$ cat src/rtl/typing_pkg.sv
// rtl/typing_pkg.sv - shared state encoding and PS/2 prefix bytes for the typing game
package typing_pkg;

  typedef enum logic [2:0] {
    ST_IDLE       = 3'd0,
    ST_ARM        = 3'd1,
    ST_SETTLE     = 3'd2,
    ST_PLAY       = 3'd3,
    ST_HIT        = 3'd4,
    ST_LEVEL_DONE = 3'd5,
    ST_WIN        = 3'd6,
    ST_LOSE       = 3'd7
  } state_t;

  localparam logic [7:0] SCAN_BREAK = 8'hF0;
  localparam logic [7:0] SCAN_EXT   = 8'hE0;

endpackage

$ cat src/rtl/scancode_filter.sv
// rtl/scancode_filter.sv - drops break sequences and extended prefixes, passes make codes combinationally
module scancode_filter
  import typing_pkg::*;
(
  input  logic       clk,
  input  logic       reset,
  input  logic       key_valid,
  input  logic [7:0] key_code,
  output logic       make_valid,
  output logic [7:0] make_code
);

  logic r_discard;
  logic w_is_break;
  logic w_is_ext;

  assign w_is_break = (key_code == SCAN_BREAK);
  assign w_is_ext   = (key_code == SCAN_EXT);

  // The byte after F0 is the released key; it is swallowed and the flag drops.
  always_ff @(posedge clk or posedge reset) begin
    if (reset) begin
      r_discard <= 1'b0;
    end else if (key_valid) begin
      if (r_discard) begin
        r_discard <= 1'b0;
      end else if (w_is_break) begin
        r_discard <= 1'b1;
      end
    end
  end

  assign make_valid = key_valid & ~r_discard & ~w_is_break & ~w_is_ext;
  assign make_code  = key_code;

endmodule

$ cat src/rtl/typing_game_ctrl.sv
// rtl/typing_game_ctrl.sv - level/score FSM with settle wait, per-level timer and error limit
module typing_game_ctrl
  import typing_pkg::*;
#(
  parameter int          MAX_LEVELS     = 4,
  parameter int          SETTLE_CYCLES  = 4,
  parameter logic [31:0] TIMEOUT_CYCLES = 32'd500_000_000,
  parameter int          MAX_ERRORS     = 3
) (
  input  logic        clk,
  input  logic        reset,
  input  logic        start,
  input  logic        key_valid,
  input  logic [7:0]  key_code,
  input  logic [7:0]  comparison_data,
  input  logic [7:0]  num_char,
  output logic        get_next_character,
  output logic        enable_next_level,
  output logic [2:0]  level,
  output logic [7:0]  char_count,
  output logic [1:0]  error_count,
  output logic [15:0] score,
  output logic [2:0]  game_state
);

  state_t      r_state;
  state_t      w_next_state;
  logic [15:0] r_settle_cnt;
  logic [31:0] r_timer;
  logic [7:0]  r_char_count;
  logic [1:0]  r_error_count;
  logic [2:0]  r_level;
  logic [15:0] r_score;
  logic        r_enable_next_level;
  logic        r_get_next_character;

  logic        w_make_valid;
  logic [7:0]  w_make_code;
  logic        w_settle_done;
  logic        w_timeout;
  logic        w_key_hit;
  logic        w_key_miss;
  logic [1:0]  w_error_inc;
  logic        w_errors_maxed;
  logic        w_level_full;
  logic        w_last_level;

  scancode_filter u_filter (
    .clk        (clk),
    .reset      (reset),
    .key_valid  (key_valid),
    .key_code   (key_code),
    .make_valid (w_make_valid),
    .make_code  (w_make_code)
  );

  assign w_settle_done  = (r_settle_cnt == 16'(SETTLE_CYCLES - 1));
  assign w_timeout      = (r_timer == TIMEOUT_CYCLES - 32'd1);
  assign w_key_hit      = w_make_valid && (w_make_code == comparison_data);
  assign w_key_miss     = w_make_valid && (w_make_code != comparison_data);
  assign w_error_inc    = r_error_count + 2'd1;
  assign w_errors_maxed = (w_error_inc == 2'(MAX_ERRORS));
  assign w_level_full   = (r_char_count == num_char);
  assign w_last_level   = (r_level == 3'(MAX_LEVELS - 1));

  // Timeout is tested first so a key landing on the expiring cycle is lost.
  always_comb begin
    w_next_state = r_state;
    case (r_state)
      ST_IDLE, ST_WIN, ST_LOSE: begin
        if (start) w_next_state = ST_ARM;
      end
      ST_ARM: w_next_state = ST_SETTLE;
      ST_SETTLE: begin
        if (w_settle_done) begin
          if (num_char == 8'd0) w_next_state = ST_LEVEL_DONE;
          else                  w_next_state = ST_PLAY;
        end
      end
      ST_PLAY: begin
        if (w_timeout)                        w_next_state = ST_LOSE;
        else if (w_key_hit)                   w_next_state = ST_HIT;
        else if (w_key_miss && w_errors_maxed) w_next_state = ST_LOSE;
      end
      ST_HIT: begin
        if (w_level_full) w_next_state = ST_LEVEL_DONE;
        else              w_next_state = ST_PLAY;
      end
      ST_LEVEL_DONE: begin
        if (w_last_level) w_next_state = ST_WIN;
        else              w_next_state = ST_ARM;
      end
      default: w_next_state = ST_IDLE;
    endcase
  end

  // Pulses are registered from the next state so they coincide with ARM/HIT.
  always_ff @(posedge clk or posedge reset) begin
    if (reset) begin
      r_state              <= ST_IDLE;
      r_settle_cnt         <= 16'd0;
      r_timer              <= 32'd0;
      r_char_count         <= 8'd0;
      r_error_count        <= 2'd0;
      r_level              <= 3'd0;
      r_score              <= 16'd0;
      r_enable_next_level  <= 1'b0;
      r_get_next_character <= 1'b0;
    end else begin
      r_state              <= w_next_state;
      r_enable_next_level  <= (w_next_state == ST_ARM);
      r_get_next_character <= (w_next_state == ST_HIT);
      case (r_state)
        ST_IDLE, ST_WIN, ST_LOSE: begin
          if (start) begin
            r_level       <= 3'd0;
            r_score       <= 16'd0;
            r_char_count  <= 8'd0;
            r_error_count <= 2'd0;
          end
        end
        ST_ARM: r_settle_cnt <= 16'd0;
        ST_SETTLE: begin
          r_settle_cnt <= r_settle_cnt + 16'd1;
          if (w_settle_done) begin
            r_char_count  <= 8'd0;
            r_error_count <= 2'd0;
            r_timer       <= 32'd0;
          end
        end
        ST_PLAY: begin
          if (!w_timeout) begin
            r_timer <= r_timer + 32'd1;
            if (w_key_hit) begin
              r_char_count <= r_char_count + 8'd1;
              if (r_score != 16'hFFFF) r_score <= r_score + 16'd1;
            end else if (w_key_miss) begin
              r_error_count <= w_error_inc;
            end
          end
        end
        ST_LEVEL_DONE: begin
          if (!w_last_level) r_level <= r_level + 3'd1;
        end
        default: ;
      endcase
    end
  end

  assign get_next_character = r_get_next_character;
  assign enable_next_level  = r_enable_next_level;
  assign level              = r_level;
  assign char_count         = r_char_count;
  assign error_count        = r_error_count;
  assign score              = r_score;
  assign game_state         = r_state;

endmodule

$ cat config.mk
export PLATFORM = sky130hd
export DESIGN_NAME = typing_game_ctrl
export DESIGN_NICKNAME = d
export VERILOG_FILES = /design/src/rtl/typing_pkg.sv /design/src/rtl/scancode_filter.sv /design/src/rtl/typing_game_ctrl.sv
export SDC_FILE = /design/constraint.sdc
export NUM_CORES = 1
export LEC_CHECK = 0
export BUFFER_PORTS_ARGS = -buffer_cell sky130_fd_sc_hd__buf_2
export CAP_MARGIN = 20
export CORE_ASPECT_RATIO = 0.6
export CORE_MARGIN = 3
export CORE_UTILIZATION = 45
export CTS_BUF_LIST = sky130_fd_sc_hd__clkbuf_16
export DETAILED_ROUTE_END_ITERATION = 12
export HOLD_SLACK_MARGIN = 0.03
export PLACE_DENSITY = 0.74
export SLEW_MARGIN = 10
export SYNTH_ARGS = -nofsm -noshare
export SYNTH_HDL_FRONTEND = slang
export SYNTH_HIERARCHICAL = 1
export SYNTH_SLANG_ARGS = --single-unit
$ cat constraint.sdc
create_clock -name clk -period 7 [get_ports clk]
set_input_delay 0.35 -clock clk [delete_from_list [all_inputs] [get_ports clk]]
set_output_delay 0.35 -clock clk [all_outputs]
set_load 0.01 [all_outputs]
==> results of run 1 <==
## cell type report
class / instances / area, sq um
multi-input cells: 396 / 2499
fillers: 904 / 4651
clock buffers: 9 / 225.2
well taps: 135 / 168.9
repair buffers: 65 / 345.3
clock inverters: 6 / 58.81
flip-flops and latches: 83 / 2077
inverters: 17 / 65.06
## state kept, by name, indices dropped and copies added (netlist names)
register            count
r_timer                32
r_settle_cnt           16
score                  16
char_count              8
game_state              3
level                   3
error_count             2
enable_next_level       1
get_next_character      1
u_filter/r_discard      1
## synth_stat cells (2+ instances only)
cell type	n	area share
a31oi_1	3	0.0039
and3_1	11	0.014
nand3b_1	2	0.0031
or4_1	5	0.0079
nor4_1	6	0.0079
nand2b_1	9	0.012
nand4_1	24	0.031
buf_2	4	0.0042
o21ai_0	22	0.023
nor4_4	2	0.0089
or3b_1	3	0.0055
nand3_2	2	0.0042
clkbuf_1	9	0.0071
nor4_2	2	0.0052
xor2_1	33	0.060
a21oi_1	19	0.020
or2_2	2	0.0026
or3_1	12	0.016
nor2b_1	3	0.0039
nand2_1	50	0.039
nor2_1	46	0.036
nand3_1	36	0.038
nand4b_1	4	0.0073
dfrtp_1	83	0.43
nor3_1	8	0.0084
o41ai_1	3	0.0055
and4_1	6	0.011
mux2i_1	7	0.015
xnor2_1	13	0.024
o21ai_1	17	0.018
inv_1	16	0.013
and2_1	2	0.0026
buf_4	10	0.016
a21o_1	2	0.0031
o211ai_1	4	0.0063
ha_1	7	0.018
o31ai_1	9	0.014
## final timing paths
check,end,cells past startpoint,slack [ns]
min in group asynchronous,u_filter/r_discard$_DFFE_PP0P_,3,0.41
max,score[13]$_DFFE_PP0P_,6,4.16
min,u_filter/r_discard$_DFFE_PP0P_,3,0.29
max reg2reg,score[13]$_DFFE_PP0P_,6,4.16
min reg2reg,r_settle_cnt[11]$_DFFE_PP0P_,1,0.50
max in group asynchronous,score[4]$_DFFE_PP0P_,4,5.36
## worst register-to-register path, delay by kind of cell (launching register included)
kind / cells / cell delay (ns)
AOI/OAI and AO/OA: 2 / 0.42
DFF: 1 / 0.63
and+or+nand+nor: 4 / 1.71
## through the flow
stage	hold slack, ns	total power [mW]	std cells	util
after floorplan	0.07871	0.9084	521	-
final	0.2941	1.485	711	0.5391
after CTS	0.2851	1.487	711	0.5391
after global routing	0.3023	1.572	711	0.5391
after global placement	0.2029	1.002	694	0.5084
after detailed placement	0.2067	1.025	695	0.5099
## kinds of logic (layout without fill, tap and decap cells)
kind of cell             after synthesis  after routing  synth area share
AO/OA/AOI/OAI                         90             90            0.1152
XOR/XNOR                              46             46           0.08427
adder cells (fa/ha/maj)                7              7           0.01832
buffers and inverters                 42             97           0.04344
flip-flops                            83             83            0.4344
multiplexers                           9              9           0.02015
AND/OR/NAND/NOR                      244            244            0.2842
## power by group through the flow
stage	Sequential, mW	Clock (mW)	Combinational (mW)
after global placement	0.590	0	0.412
after global routing	0.596	0.492	0.485
after floorplan	0.581	0	0.328
after CTS	0.587	0.468	0.431
after detailed placement	0.596	0	0.429
final	0.589	0.460	0.436
## layer usage
layer | routed length (um) | part of all wire | global-route usage
met1 | 5480 | 0.48 | 0.2859
met2 | 5049 | 0.44 | 0.2985
met3 | 826 | 0.072 | 0.04680
met4 | 131 | 0.011 | 0.05329
met5 | 0 | 0 | 0
==> run metrics, run 1 <==
outcome complete, no violations; switch share 0.3696; Req. time, crit path 7.26 ns; Hold Fails Final Rpt 0; FF+latch count, synth 83; min-delay src key_valid; antenna-violating nets left 0; Psw 0.5491 mW; Die H 85.84 um; VDD IR-drop max 0.2134 mV; Comb pwr share 0.294; Hold Path Class in -> reg; CTS root buf clkbuf_16; # rows 28; DRT iter0 DRCs 298; initial antenna violation count 0; DP HPWL 8.261 mm; worst reg2reg startpoint game_state[2]$_DFF_PP0_; Worst Path Arrival 3.10 ns; Final #Nets 607; antenna cells 0; Syn-to-layout area delta 13.77%; cells resized by post-CTS repair 0; worst skew pair latency 0.34 ns; Vias 4120; global-route wire length before repair 19.12 mm; Critical Path Source Type flop; Seq/Total Area, Yosys 0.4344; Max Clk Rate 352.4 MHz; Critical path origin game_state[2]$_DFF_PP0_; most used flip-flop cell after synthesis dfrtp_1; CP cell instances nand3b_1 -> nor3_1 -> a21oi_1 -> nand3_2 -> or4_1 -> a21oi_1; DRC viols 0; layout cells sized above 1 0.1701; Worst slew margin 0.4953; leakage 2.526 nW; crit-path max FO 24; TritonRoute pass-1 iters 4; Setup WS pre-CTS 4.213 ns; final setup margin 4.162 ns; Post-synth ARST share 1.000; Reg clk slew, reported paths 0.06 ns; die area 0.01194 sq mm; pin count of the biggest net entering global routing 60; Synth Warn # 6; sequential share of power 0.397; max-capacitance violation count 0; # hold bufs at CTS 1; Setup crit end kind flop; gr ovfl total 0; post-route minimum period 2.838 ns; H-tree depth 3; fin area 0.005439 sq mm; worst path bufs/invs 0; Top Family by Delay on Critical Path simple AND/OR/NAND/NOR gates; Post-Synthesis Cells 521; RSZ-0062 raised after global routing false; routed vias/inst 5.795; final period utilization 0.4054; clock tree buffer depth 2; Critical-path top delay cell dfrtp_1; EDFF count, synth 0; CP peak stage delay 0.63 ns; Initial Util 0.4738; cell-internal power 0.9364 mW; Cell Area, Placed 0.005145 sq mm; CTS tree done; Routed WL 11.49 mm; Port Buf Inserts 61; CTS buffer count 9; Clk pwr share 0.310; most common cell after layout, fill and taps aside dfrtp_1; Power per Cell Area 273.1 mW/mm^2; most frequent CP cell a21oi_1; total core area 0.01009 sq mm; Worst Skew 0.007620 ns; synthesized area 0.004781 sq mm; setup TNS 0 ns; final slew viol count 0; Setup CP Type reg -> reg; post-CTS setup buffer count 0; Die X 139.1 um; vias in the first global route 3784; final setup vio count 0; worst slew pin tran 0.7570 ns; IO Pins 62; Tot GR Track Use 0.1972; Synth Net Count 556; Netlist cell types 62; GP Congestion 0.8531; commonest cells after routing, fill and taps aside dfrtp_1, buf_2, nand2_1; wire length per cell 16.16 um; clock sink count 83; post-synthesis average cell area 9.176 sq um
Power figures use the tool's default switching activity.
==> inputs of run 2 (changes only) <==
PLACE_DENSITY = 0.76   (was 0.74)
clock period = 2.35 ns   (was 7 ns; I/O delays follow)
==> run metrics, run 2 (synthesis gave the netlist of run 1 again) <==
outcome complete, no violations; DP HPWL 8.806 mm (+6.6%); Die X 139.1 um (unchanged); die area 0.01194 sq mm (unchanged); Vias 4255 (+3.3%); Max Clk Rate 445.5 MHz (+26%); crit-path max FO 10 (-58%); final slew viol count 0 (unchanged); layout cells sized above 1 0.2100 (+0.03986); # rows 28 (unchanged); min-delay src key_valid; wire length per cell 16.34 um (+1.1%); VDD IR-drop max 0.3855 mV (+81%); Reg clk slew, reported paths 0.06 ns (about the same); worst slew pin tran 0.6997 ns (-0.05734 ns); Setup WS pre-CTS 0.04616 ns (-4.167 ns); Worst slew margin 0.5330 (+0.03768); Tot GR Track Use 0.2042 (+0.007047); antenna cells 0 (unchanged); pin count of the biggest net entering global routing 38 (-37%); Critical Path Source Type flop; vias in the first global route 3966 (+4.8%); max reg flops 32 (unchanged); total core area 0.01009 sq mm (unchanged); Final #Nets 630 (+3.8%); Req. time, crit path 2.57 ns (-4.69 ns); Setup crit end kind flop; DRT iter0 DRCs 263 (-12%); leakage 2.638 nW (+4.4%); DRC viols 0 (unchanged); setup TNS 0 ns (unchanged); CTS buffer count 9 (unchanged); final setup vio count 0 (unchanged); IO Pins 62 (unchanged); CTS tree done; clock sink count 83 (unchanged); most common cell after layout, fill and taps aside dfrtp_1; H-tree depth 3 (unchanged); fillers 885 (-2.1%); routed vias/inst 5.789 (about the same); RSZ-0062 raised after global routing true; Hold Fails Final Rpt 0 (unchanged); antenna-violating nets left 0 (unchanged); Worst Skew 0.008826 ns (+0.001206 ns); Top reg by flops r_timer; commonest cells after routing, fill and taps aside dfrtp_1, buf_2, nand2_1; TritonRoute pass-1 iters 5 (+1); Die H 85.84 um (unchanged); gr ovfl total 0 (unchanged); worst skew pair latency 0.34 ns (about the same); worst reg2reg startpoint r_timer[8]$_DFFE_PP0P_; Routed WL 12.01 mm (+4.6%); Port Buf Inserts 61 (unchanged); max-capacitance violation count 0 (unchanged); Hold Path Class in -> reg; Critical path origin r_timer[8]$_DFFE_PP0P_; post-route minimum period 2.245 ns (-0.5936 ns); CTS root buf clkbuf_16; clock tree buffer depth 2 (unchanged); initial antenna violation count 0 (unchanged); Syn-to-layout area delta 17.87%; final setup margin 0.1055 ns (-4.056 ns); Worst Path Arrival 2.46 ns (-0.64 ns); Setup CP Type reg -> reg; GP Congestion 0.8863 (+3.9%); Initial Util 0.4738 (unchanged); final period utilization 0.9551 (+0.5497); total power 4.615 mW (+210%); Power per Cell Area 818.9 mW/mm^2 (+200%); global-route wire length before repair 19.84 mm (+3.8%)
==> run 2: area by class of cell <==
type / count / area, sq um / share of cell area
clock buffers: 9 / 225.2 / 0.03996
clock inverters: 7 / 46.29 / 0.008215
repair buffers: 88 / 535.5 / 0.09503
well taps: 135 / 168.9 / 0.02997
inverters: 17 / 65.06 / 0.01155
multi-input cells: 396 / 2516 / 0.4465
flip-flops and latches: 83 / 2078 / 0.3688
==> run 2: per-stage QoR <==
stage	cells	util	cell area [sq um]	hold slack [ns]
detailed placement	715	0.5263	5310	-0.02313
finish	735	0.5585	5635	0.05903
global route	735	0.5585	5635	0.06501
global placement	715	0.5263	5310	-0.02946
floorplan	521	-	4781	-0.1538
CTS	732	0.5542	5592	0.03657
==> run 2: repair_timing <==
item                                    in CTS  in global routing
endpoints found under the hold margin       36                  0
hold buffers                                 1                  0
gates resized for setup                      0                  6
endpoints found under the setup margin       0                 15
buffers inserted                             0                  3
==> run 2: final timing paths <==
check / depth (start not counted) / slack, ns / endpoint
hold reg to reg: 1 / 0.49 / r_settle_cnt[15]$_DFFE_PP0P_
max in group asynchronous: 4 / 1.28 / r_settle_cnt[5]$_DFFE_PP0P_
setup reg to reg: 6 / 0.11 / score[0]$_DFFE_PP0P_
hold / removal: 3 / 0.06 / u_filter/r_discard$_DFFE_PP0P_
min in group asynchronous: 3 / 0.18 / u_filter/r_discard$_DFFE_PP0P_
setup / recovery: 6 / 0.11 / score[0]$_DFFE_PP0P_
==> run 2: critical path, cell delays in order, from the launching register on <==
cell,delay [ns]
dfrtp_1,0.41
or4b_4,0.56
nor4_4,0.30
nand3_2,0.25
nand4_1,0.36
buf_4,0.18
o21ai_0,0.06
==> run 2: per-layer routing <==
metal  vias up  wire length, um  global-route usage
li1       2025                -                   -
met2       146             5320              0.3096
met3        13              891             0.06574
met5         -                0                   0
met4         0              104             0.05240
met1      2071             5696              0.2861
==> run 2: where the power goes <==
group | internal (mW) | switching [mW]
sequential | 1.56 | 0.171
combinational | 0.594 | 0.989
clock | 0.712 | 0.591
